<file path="config.mk">
export PLATFORM = sky130hd
export DESIGN_NAME = hazard_pipe_tracker
export DESIGN_NICKNAME = d
export VERILOG_FILES = /design/src/rtl/hazard_pipe_tracker.sv
export SDC_FILE = /design/constraint.sdc
export NUM_CORES = 1
export LEC_CHECK = 0
export BUFFER_PORTS_ARGS = -buffer_cell sky130_fd_sc_hd__buf_2
export CORE_MARGIN = 10
export CORE_UTILIZATION = 30
export CTS_CLUSTER_SIZE = 25
export DETAILED_ROUTE_END_ITERATION = 10
export PLACE_DENSITY_LB_ADDON = 0.12
export SETUP_SLACK_MARGIN = 0.05
export SYNTH_ARGS = -nofsm -noshare
export SYNTH_HDL_FRONTEND = slang
export SYNTH_SLANG_ARGS = --single-unit
</file>
<file path="constraint.sdc">
create_clock -name clk -period 2.15 [get_ports clk]
set_input_delay 0.1075 -clock clk [delete_from_list [all_inputs] [get_ports clk]]
set_output_delay 0.1075 -clock clk [all_outputs]
set_load 0.005 [all_outputs]
</file>
<file path="src/rtl/hazard_pipe_tracker.sv">
// Pipeline metadata tracker: carries register addresses and write enables from
// decode through EX/MEM/WB, detects load-use hazards and counts stall cycles.
module hazard_pipe_tracker #(
  parameter int REG_ADDR_W = 5,
  parameter int CNT_W      = 16
) (
  input  logic                  clk,
  input  logic                  reset,
  input  logic [REG_ADDR_W-1:0] ID_Rs,
  input  logic [REG_ADDR_W-1:0] ID_Rt,
  input  logic                  ID_UsesRt,
  input  logic [REG_ADDR_W-1:0] ID_Dest,
  input  logic                  ID_RegWrite,
  input  logic                  ID_MemRead,
  input  logic                  ID_Valid,
  input  logic                  Flush,
  output logic [REG_ADDR_W-1:0] EX_Rs,
  output logic [REG_ADDR_W-1:0] EX_Rt,
  output logic [REG_ADDR_W-1:0] MEM_Dest,
  output logic [REG_ADDR_W-1:0] WB_Dest,
  output logic                  MEM_RegWrite,
  output logic                  WB_RegWrite,
  output logic                  Stall,
  output logic                  PC_Write,
  output logic                  IFID_Write,
  output logic [CNT_W-1:0]      Stall_Count
);

  localparam logic [REG_ADDR_W-1:0] ZERO_REG = {REG_ADDR_W{1'b0}};
  localparam logic [CNT_W-1:0]      CNT_MAX  = {CNT_W{1'b1}};
  localparam logic [CNT_W-1:0]      CNT_ONE  = {{(CNT_W-1){1'b0}}, 1'b1};

  logic [REG_ADDR_W-1:0] ex_rs_q, ex_rs_d;
  logic [REG_ADDR_W-1:0] ex_rt_q, ex_rt_d;
  logic [REG_ADDR_W-1:0] ex_dest_q, ex_dest_d;
  logic                  ex_rw_q, ex_rw_d;
  logic                  ex_mr_q, ex_mr_d;
  logic                  ex_valid_q, ex_valid_d;
  logic [REG_ADDR_W-1:0] mem_dest_q, mem_dest_d;
  logic                  mem_rw_q, mem_rw_d;
  logic [REG_ADDR_W-1:0] wb_dest_q, wb_dest_d;
  logic                  wb_rw_q, wb_rw_d;
  logic [CNT_W-1:0]      cnt_q, cnt_d;
  logic                  stall_s;
  logic                  bubble_s;

  // Load-use hazard detection; a flush kills the consumer so no stall is needed
  always_comb begin
    stall_s = ex_mr_q & ex_valid_q & ID_Valid & ~Flush & (ex_dest_q != ZERO_REG) &
              ((ex_dest_q == ID_Rs) | (ID_UsesRt & (ex_dest_q == ID_Rt)));
    bubble_s = stall_s | Flush;
  end

  // Next-state for the stage registers and the saturating stall counter
  always_comb begin
    ex_rs_d    = ZERO_REG;
    ex_rt_d    = ZERO_REG;
    ex_dest_d  = ZERO_REG;
    ex_rw_d    = 1'b0;
    ex_mr_d    = 1'b0;
    ex_valid_d = 1'b0;
    if (!bubble_s) begin
      ex_rs_d    = ID_Rs;
      ex_rt_d    = ID_Rt;
      ex_dest_d  = ID_Dest;
      ex_rw_d    = ID_RegWrite & ID_Valid & (ID_Dest != ZERO_REG);
      ex_mr_d    = ID_MemRead & ID_Valid;
      ex_valid_d = ID_Valid;
    end else begin
      ex_valid_d = 1'b0;
    end
    mem_dest_d = ex_dest_q;
    mem_rw_d   = ex_rw_q;
    wb_dest_d  = mem_dest_q;
    wb_rw_d    = mem_rw_q;
    if (stall_s && (cnt_q != CNT_MAX)) begin
      cnt_d = cnt_q + CNT_ONE;
    end else begin
      cnt_d = cnt_q;
    end
  end

  // Stage and counter registers
  always_ff @(posedge clk) begin
    if (reset) begin
      ex_rs_q    <= ZERO_REG;
      ex_rt_q    <= ZERO_REG;
      ex_dest_q  <= ZERO_REG;
      ex_rw_q    <= 1'b0;
      ex_mr_q    <= 1'b0;
      ex_valid_q <= 1'b0;
      mem_dest_q <= ZERO_REG;
      mem_rw_q   <= 1'b0;
      wb_dest_q  <= ZERO_REG;
      wb_rw_q    <= 1'b0;
      cnt_q      <= {CNT_W{1'b0}};
    end else begin
      ex_rs_q    <= ex_rs_d;
      ex_rt_q    <= ex_rt_d;
      ex_dest_q  <= ex_dest_d;
      ex_rw_q    <= ex_rw_d;
      ex_mr_q    <= ex_mr_d;
      ex_valid_q <= ex_valid_d;
      mem_dest_q <= mem_dest_d;
      mem_rw_q   <= mem_rw_d;
      wb_dest_q  <= wb_dest_d;
      wb_rw_q    <= wb_rw_d;
      cnt_q      <= cnt_d;
    end
  end

  // Forwarding compares addresses only, so non-writing stages report register 0
  assign EX_Rs        = ex_rs_q;
  assign EX_Rt        = ex_rt_q;
  assign MEM_Dest     = mem_rw_q ? mem_dest_q : ZERO_REG;
  assign WB_Dest      = wb_rw_q ? wb_dest_q : ZERO_REG;
  assign MEM_RegWrite = mem_rw_q;
  assign WB_RegWrite  = wb_rw_q;
  assign Stall        = stall_s;
  assign PC_Write     = ~stall_s;
  assign IFID_Write   = ~stall_s;
  assign Stall_Count  = cnt_q;

endmodule

</file>
==> results of run 1 <==
==> metrics by stage <==
step                      area [µm²]  total power [mW]  worst slack, ps  hold WS (ps)  std cells
after floorplan                 1940             0.945              247           229        202
after global placement          2350             0.993              210           328        339
after detailed placement        2350             0.994              168           324        339
after CTS                       2440              1.55              137          2.77        347
after global routing            2460              1.59             43.3          9.82        347
final                           2460              1.52              198          8.73        347
==> worst max path at each step <==
stage               cells past startpoint            from         endpoint
floorplan                               6    ex_dest_q[3]  Stall_Count[15]
global placement                        6    ex_dest_q[3]   Stall_Count[6]
detailed placement                      5  Stall_Count[2]  Stall_Count[12]
CTS                                     5  Stall_Count[2]  Stall_Count[12]
global route                            6    ex_dest_q[1]  Stall_Count[15]
finish                                  6    ex_dest_q[3]  Stall_Count[15]
==> cells in the mapped netlist, types with 4 or more instances <==
library cell,number,area [µm²]
or4_1,10,75.1
o31ai_1,9,67.6
inv_1,5,18.8
dfxtp_1,46,921
xor2_1,9,78.8
a21oi_1,12,60.1
clkbuf_1,4,15.0
nand2_1,5,18.8
nor3_1,5,25.0
nor2_1,11,41.3
nand3_1,7,35.0
nor2b_1,15,93.8
and2_1,26,163
nand4_1,5,31.3
nand2b_1,4,25.0
mux2_2,4,45.0
==> cell type report <==
class,instances,share of cell area (%)
multi-input combinational,142,38.8
sequential,46,37.5
timing repair buffer,69,15.3
tap,77,3.92
clock buffer,5,2.80
clock inverter,3,0.968
inverter,5,0.764
==> critical path: stages (launching register included) <==
cell     delay, ps
dfxtp_1        330
xor2_1         170
nor4_2         300
a32oi_2        170
buf_12         180
nor4_1         310
mux2_2         370
==> cell families (layout without fill, tap and decap cells) <==
kind of cell	Yosys count	after routing	synth area share (%)
adders and majority gates	1	1	0.646
muxes	5	5	2.84
xor gates and xnor gates	10	10	4.52
and+or+nand+nor	100	100	31.3
buffers and inverters	14	82	3.94
AOI/OAI and AO/OA	26	26	9.17
DFF	46	46	47.5
==> flip-flops by register name, indices dropped and copies added, names as in the netlist <==
signal	count
WB_RegWrite	1
ex_valid_q	1
mem_dest_q	5
EX_Rt	5
wb_dest_q	5
Stall_Count	16
MEM_RegWrite	1
EX_Rs	5
ex_mr_q	1
ex_rw_q	1
ex_dest_q	5
==> metal layers <==
layer	share of wire (%)	vias to the layer above
met5	0	-
met1	47	695
met3	7.5	6
met4	1.4	0
met2	44	39
li1	-	842
==> report_power, final <==
part | switching (mW) | internal (mW)
clock network | 0.314 | 0.233
logic | 0.0496 | 0.0457
registers | 0.00809 | 0.869
==> cells in the final DEF (no fill, tap or decap), types with 2 or more instances in the layout <==
master      instances
nor2_1             11
buf_2              62
a21oi_1            11
nand3_1             7
nor4_1              2
and3_1              2
mux2_2              4
and2_1             26
buf_4               6
clkinvlp_4          2
nand2_1             5
nand4_1             5
xor2_1              9
clkbuf_8            5
or4_1              10
or3_1               2
o31ai_1             9
nor2b_1            15
nand2b_1            4
nor3_1              5
dfxtp_1            46
inv_1               5
==> results.txt, run 1 <==
The met2 usage in global routing was 14.0%. The first global-routing pass estimated 7730 µm of wire. Required arrival time at the worst endpoint: 2340 ps. The clock buffer count from CTS was 5.

The logs give 0 for the count of antenna diodes in the layout and 0 for the total overflow reported by the global router. Entering global routing, the biggest net connects 34 pins. The average cell area after synthesis was 9.59 µm². TritonCTS built the clock tree. The ratio of cells with drive above 1 in the final layout works out to 31.9%. VDD sags by at most 0.218 mV. Dividing the detail-routed via count by the number of cells gives 4.56.

By startpoint and endpoint, the worst setup path is classified as register to register. The post-cts sizing count came out at 0. Of all nets on the critical path, the largest fanout is 28. Measured against its own limit, the worst slew margin works out to 66.1%. After synthesis the netlist holds a flip-flop and latch count of 46. Buffers placed on the I/O ports in this run total 62. The global-route total usage across every layer is 9.28%. Routability-driven placement finished with a final weighted congestion of 0.730. The worst setup path is captured at a register. The utilization of the core after routing is 38.9%, and the count of final setup violators is 0. The worst path uses 90.8% of the clock period. Measured along the x axis, the die boundary spans 100 µm. After detailed routing, the number of remaining DRC violations is 0. Among all flip-flop cells after synthesis, the most frequent one is dfxtp_1. The number of flops mapped to enable cells by yosys is 0, and the half-perimeter wire length of the detailed placement result is 3600 µm. The H-tree generated during clock tree synthesis spans 2 levels.

The met3 usage in global routing is 4.19%, and the synthesized netlist net count is 225. The layer flagged by global routing as most heavily used is met2. The transition time at the pin with the least slew margin came out at 509 ps.

The worst hold path belongs to the class input pin to register. The run gives 2150 ps as the signal arrival time at the worst endpoint. For this run, global-route usage on met1 was measured as 11.4%. The vertical die dimension works out to 100 µm.

The first detailed-routing pass ran for 4 iterations. The cell area after synthesis came out at 1940 µm². The startpoint identified for the worst hold timing path is ID_Dest[3]. The tools report the number of rows created at floorplan as 29. The detailed router finished its first iteration with 59 violations. The startpoint identified for the worst register-to-register timing path is ex_dest_q[3]. The number of antenna violations at the first check in global routing was 0; the ratio of total power to cell area was 619 nW/µm². The worst register-to-register path ends at Stall_Count[15]. The worst reg2reg path depth was 6. After detailed routing, the average wire length per cell comes to 13.6 µm. Yosys printed 0 warnings. The clock skew is 7.05 ps, and the synthesis-to-finish area growth is 26.8%. The number of endpoints with negative hold slack in the final report is 0. Gate count of the mapped netlist: 202.

The fill cell instance count of the final layout came out at 677. The floorplan step defined a core boundary enclosing 6310 µm². At the later pin of the worst-skew pair, clock insertion delay measures 300 ps. Summed over all layers, the routed wires come to 4710 µm. Setup repair after global routing could not meet its margin everywhere. Counting distinct cell types in the post-synthesis netlist gives 36. The run gives 292 as the final net count. The worst setup path is launched from a register. The logs give 1.05 nW for the leakage power figure and 0.512 GHz for the maximum operating frequency. After clock tree synthesis, the clock-pin slew on the worst setup and hold paths is 90 ps. The area of combinational cells with multiple inputs came out at 952 µm².

The worst hold path passes through 2 cells. The flow ran to the end, and the final reports show no timing, DRC or antenna violations. For this run, asynchronously set or reset flops after synthesis account for 0%. In this run the deepest clock path goes through 2 buffers. In this run the count of I/O pins placed on the die edge is 63. The flip-flop and latch area is 921 µm², and the die area is 10100 µm². In this run the remaining antenna-violating nets after routing total 0. Number of global-route vias before repair: 1558.

The buffers inserted during post-CTS setup optimization is 0, and the register area share after synthesis is 47.5%. The path with the worst hold slack has its endpoint at ex_dest_q[3]. The number of max-capacitance violations reported is 0, and the total of hold buffers inserted after clock tree synthesis is 0. The routed layout has 1582 vias. For this configuration, the core starts out at a cell density of 30.7%. The run gives 0 ps as the accumulated negative setup slack. After layout, the minimum clock period comes to 1950 ps. The tools report the clock root buffer master as clkbuf_8. The number of slew-limit violations in the final report is 0, and the slack of the worst reg-to-reg path is 200 ps. For this design, the sink count on the clock tree is 46.
Note: power is estimated with default switching activity, not from simulation.
==> run 2, diff against run 1 <==
--- a/config.mk
+++ b/config.mk
@@ -10,7 +10,7 @@
 export CORE_UTILIZATION = 30
 export CTS_CLUSTER_SIZE = 25
 export DETAILED_ROUTE_END_ITERATION = 10
-export PLACE_DENSITY_LB_ADDON = 0.12
+export PLACE_DENSITY = 0.55
 export SETUP_SLACK_MARGIN = 0.05
 export SYNTH_ARGS = -nofsm -noshare
 export SYNTH_HDL_FRONTEND = slang
==> results.txt, run 2 (synthesis gave the netlist of run 1 again) <==
The tool flagged a number of max-cap violations equal to 0. The largest net degree at the start of global routing is 34. The congestion estimate from routability-driven global placement came to 0.785. The tools report the total clock sinks as 46.

The wire-length estimate of the detail-placed layout is 3610 µm. The final worst-path cycle share came out at 90.9%. Transition time at the pin with the least slew margin: 499 ps. Of the cells placed in the final design, the portion with a size suffix greater than 1 is 32.5%. STA puts the critical path data required time at 2340 ps. The number of instances on the worst hold path came out at 2. Cells fill 39.0% of the core in the end.

The clock passes through at most 2 buffers. Most numerous cell on the critical path: nor4_2. The kind of end point of the critical path was a register. CTS placed an instance of clkbuf_8 at the clock tree root. The worst path buffer plus inverter count was 1.

Of all nets on the critical path, the largest fanout is 28. The average via count per standard cell is 4.64, and the vertical die dimension is 100 µm. Across all register-to-register paths, the minimum setup slack is 190 ps. The final hold slack is 27.9 ps, and the stage delay of the slowest cell on the critical path is 360 ps.

The count of antenna diodes in the layout came out at 0. The final instance area is 2460 µm², and the routed metal-1 wire length is 2010 µm. After detailed routing, the number of remaining DRC violations is 0. The library cell used most frequently in the layout, excluding fill and tap cells, is buf_2. For the worst-skew pair, the clock arrives at the later sink with an insertion delay of 290 ps. In this design, the largest share of critical-path delay is due to simple AND/OR/NAND/NOR gates. The design draws 1.49 mW. Once the floorplan was initialized, standard cells occupied 30.7% of the core.

The first global-routing pass estimated 7650 µm of wire. Excluding fillers, the count of instances in the completed layout stands at 348. In this run, CTS created clock tree buffers numbering 5. Routed signal wires occupy layers up through met4. The run gives 0 as the number of endpoints with negative hold slack in the final report.

TritonCTS built the clock tree. The die area came out at 10100 µm². The ratio of total power to cell area came out at 604 nW/µm². The top cell types in the final layout, fill and taps aside, are buf_2, dfxtp_1, and2_1. The tools report the number of antenna violations at the first check in global routing as 0.

The category of the worst setup path launch point was a register. The highest-delay cell along the critical path is mux2_2. Path type of the worst min-delay path: input pin to register. Instance area at placement: 2360 µm². The worst reg2reg path depth works out to 6. The run finished with clean final reports. The worst register-to-register path begins at ex_dest_q[3]. The path with the worst hold slack has its endpoint at ex_dest_q[3].

In the final routed layout, each cell accounts on average for 13.3 µm. For this block, the via count after detailed routing is 1615. The initialized floorplan defines 29 standard-cell rows. The number of global-route vias before repair came out at 1667. In the final design database the tool counted 293 nets. Total I/O pin count: 63.

In this run the static leakage power is 1.06 nW. Between clock sinks in the finished design, the worst skew comes to 9.95 ps. The critical path is of the register to register type. The maximum operating frequency is 0.511 GHz, and the iteration-0 DRC count of the detailed router is 50. The area inside the core boundary came out at 6310 µm². The run gives 0.249 mV as the largest voltage drop on the vdd net. Measured against its own limit, the worst slew margin works out to 66.7%. For the met3 wirelength from detailed routing, the log shows 280 µm.

In this run the critical register-to-register path is captured at Stall_Count[15]. Data arrives at the worst endpoint at 2140 ps. The global-route total usage across every layer is 8.98%. Walking the worst path, the cells encountered are xor2_1 > nor4_2 > a32oi_2 > buf_12 > nor4_2 > mux2_2.

The first-pass iteration count of the detailed router is 4. Relative to the synthesized area, the layout overhead comes to 27.3%. The die is 100 µm wide. The startpoint identified for the worst hold timing path is ID_Dest[3].

The run gives 145 ps as the worst setup slack after placement. Setup slack closes at 195 ps. For this block, the routed nets add up to 4610 µm of wire.

The run gives 0 as the antenna violation net count after detailed routing. Setup repair after global routing left no endpoint under its margin. The number of input and output port buffers inserted is 62. The number of flip-flops in the largest register is 16, and the number of slew-limit violations in the final report is 0. Global routing finished with a remaining overflow of 0. The tools report the H-tree depth as 2. The post-layout minimum cycle time is 1960 ps, and the accumulated negative setup slack is 0 ps. Counting tap cells, the placed design contains a total of 340 instances. The routed length on met2 was 2280 µm; the count of final setup violators was 0.

The clock transition time at the flip-flop clock pins of the worst setup and hold paths came out at 90 ps.
-- run 2: how the worst max path moves through the flow --
stage / cells past startpoint / startpoint / to
after global routing: 6 / ex_dest_q[3] / Stall_Count[15]
final: 6 / ex_dest_q[3] / Stall_Count[15]
after floorplan: 6 / ex_dest_q[3] / Stall_Count[15]
after global placement: 6 / ex_dest_q[3] / Stall_Count[6]
after detailed placement: 6 / ex_dest_q[3] / Stall_Count[15]
after CTS: 6 / ex_dest_q[3] / Stall_Count[15]
-- run 2: power breakdown --
part / total, mW / leakage, nW / internal [mW] / switching [mW]
Combinational: 0.0923 / 0.641 / 0.0451 / 0.0473
Sequential: 0.878 / 0.374 / 0.869 / 0.00895
Clock: 0.520 / 0.0441 / 0.229 / 0.291
Total: 1.49 / 1.06 / 1.14 / 0.348
-- run 2: final cells by class --
| class | instances | area (µm²) |
|---|---|---|
| Timing Repair Buffer | 70 | 383 |
| Sequential cell | 46 | 921 |
| Tap cell | 77 | 96.3 |
| Clock inverter | 3 | 21.3 |
| Fill cell | 653 | 3850 |
| Inverter | 5 | 18.8 |
| Multi-Input combinational cell | 142 | 956 |
| Clock buffer | 5 | 68.8 |
-- run 2: layer usage --
layer  GRT usage, %  vias to the layer above
li1               -                      841
met1           10.1                      737
met2           15.4                       35
met3           3.37                        2
met4           2.61                        0
met5              0                        -
-- run 2: repair_timing --
action / CTS / global route
resized for setup: 0 / 3
hold buffers: 0 / 0
setup buffers: 0 / 0
endpoints found under the setup margin: 0 / 3
-- run 2: worst reg2reg max path, stage by stage (launching register included) --
cell     delay, ps
dfxtp_1        350
xor2_1         180
nor4_2         300
a32oi_2        170
buf_12         180
nor4_2         310
mux2_2         360
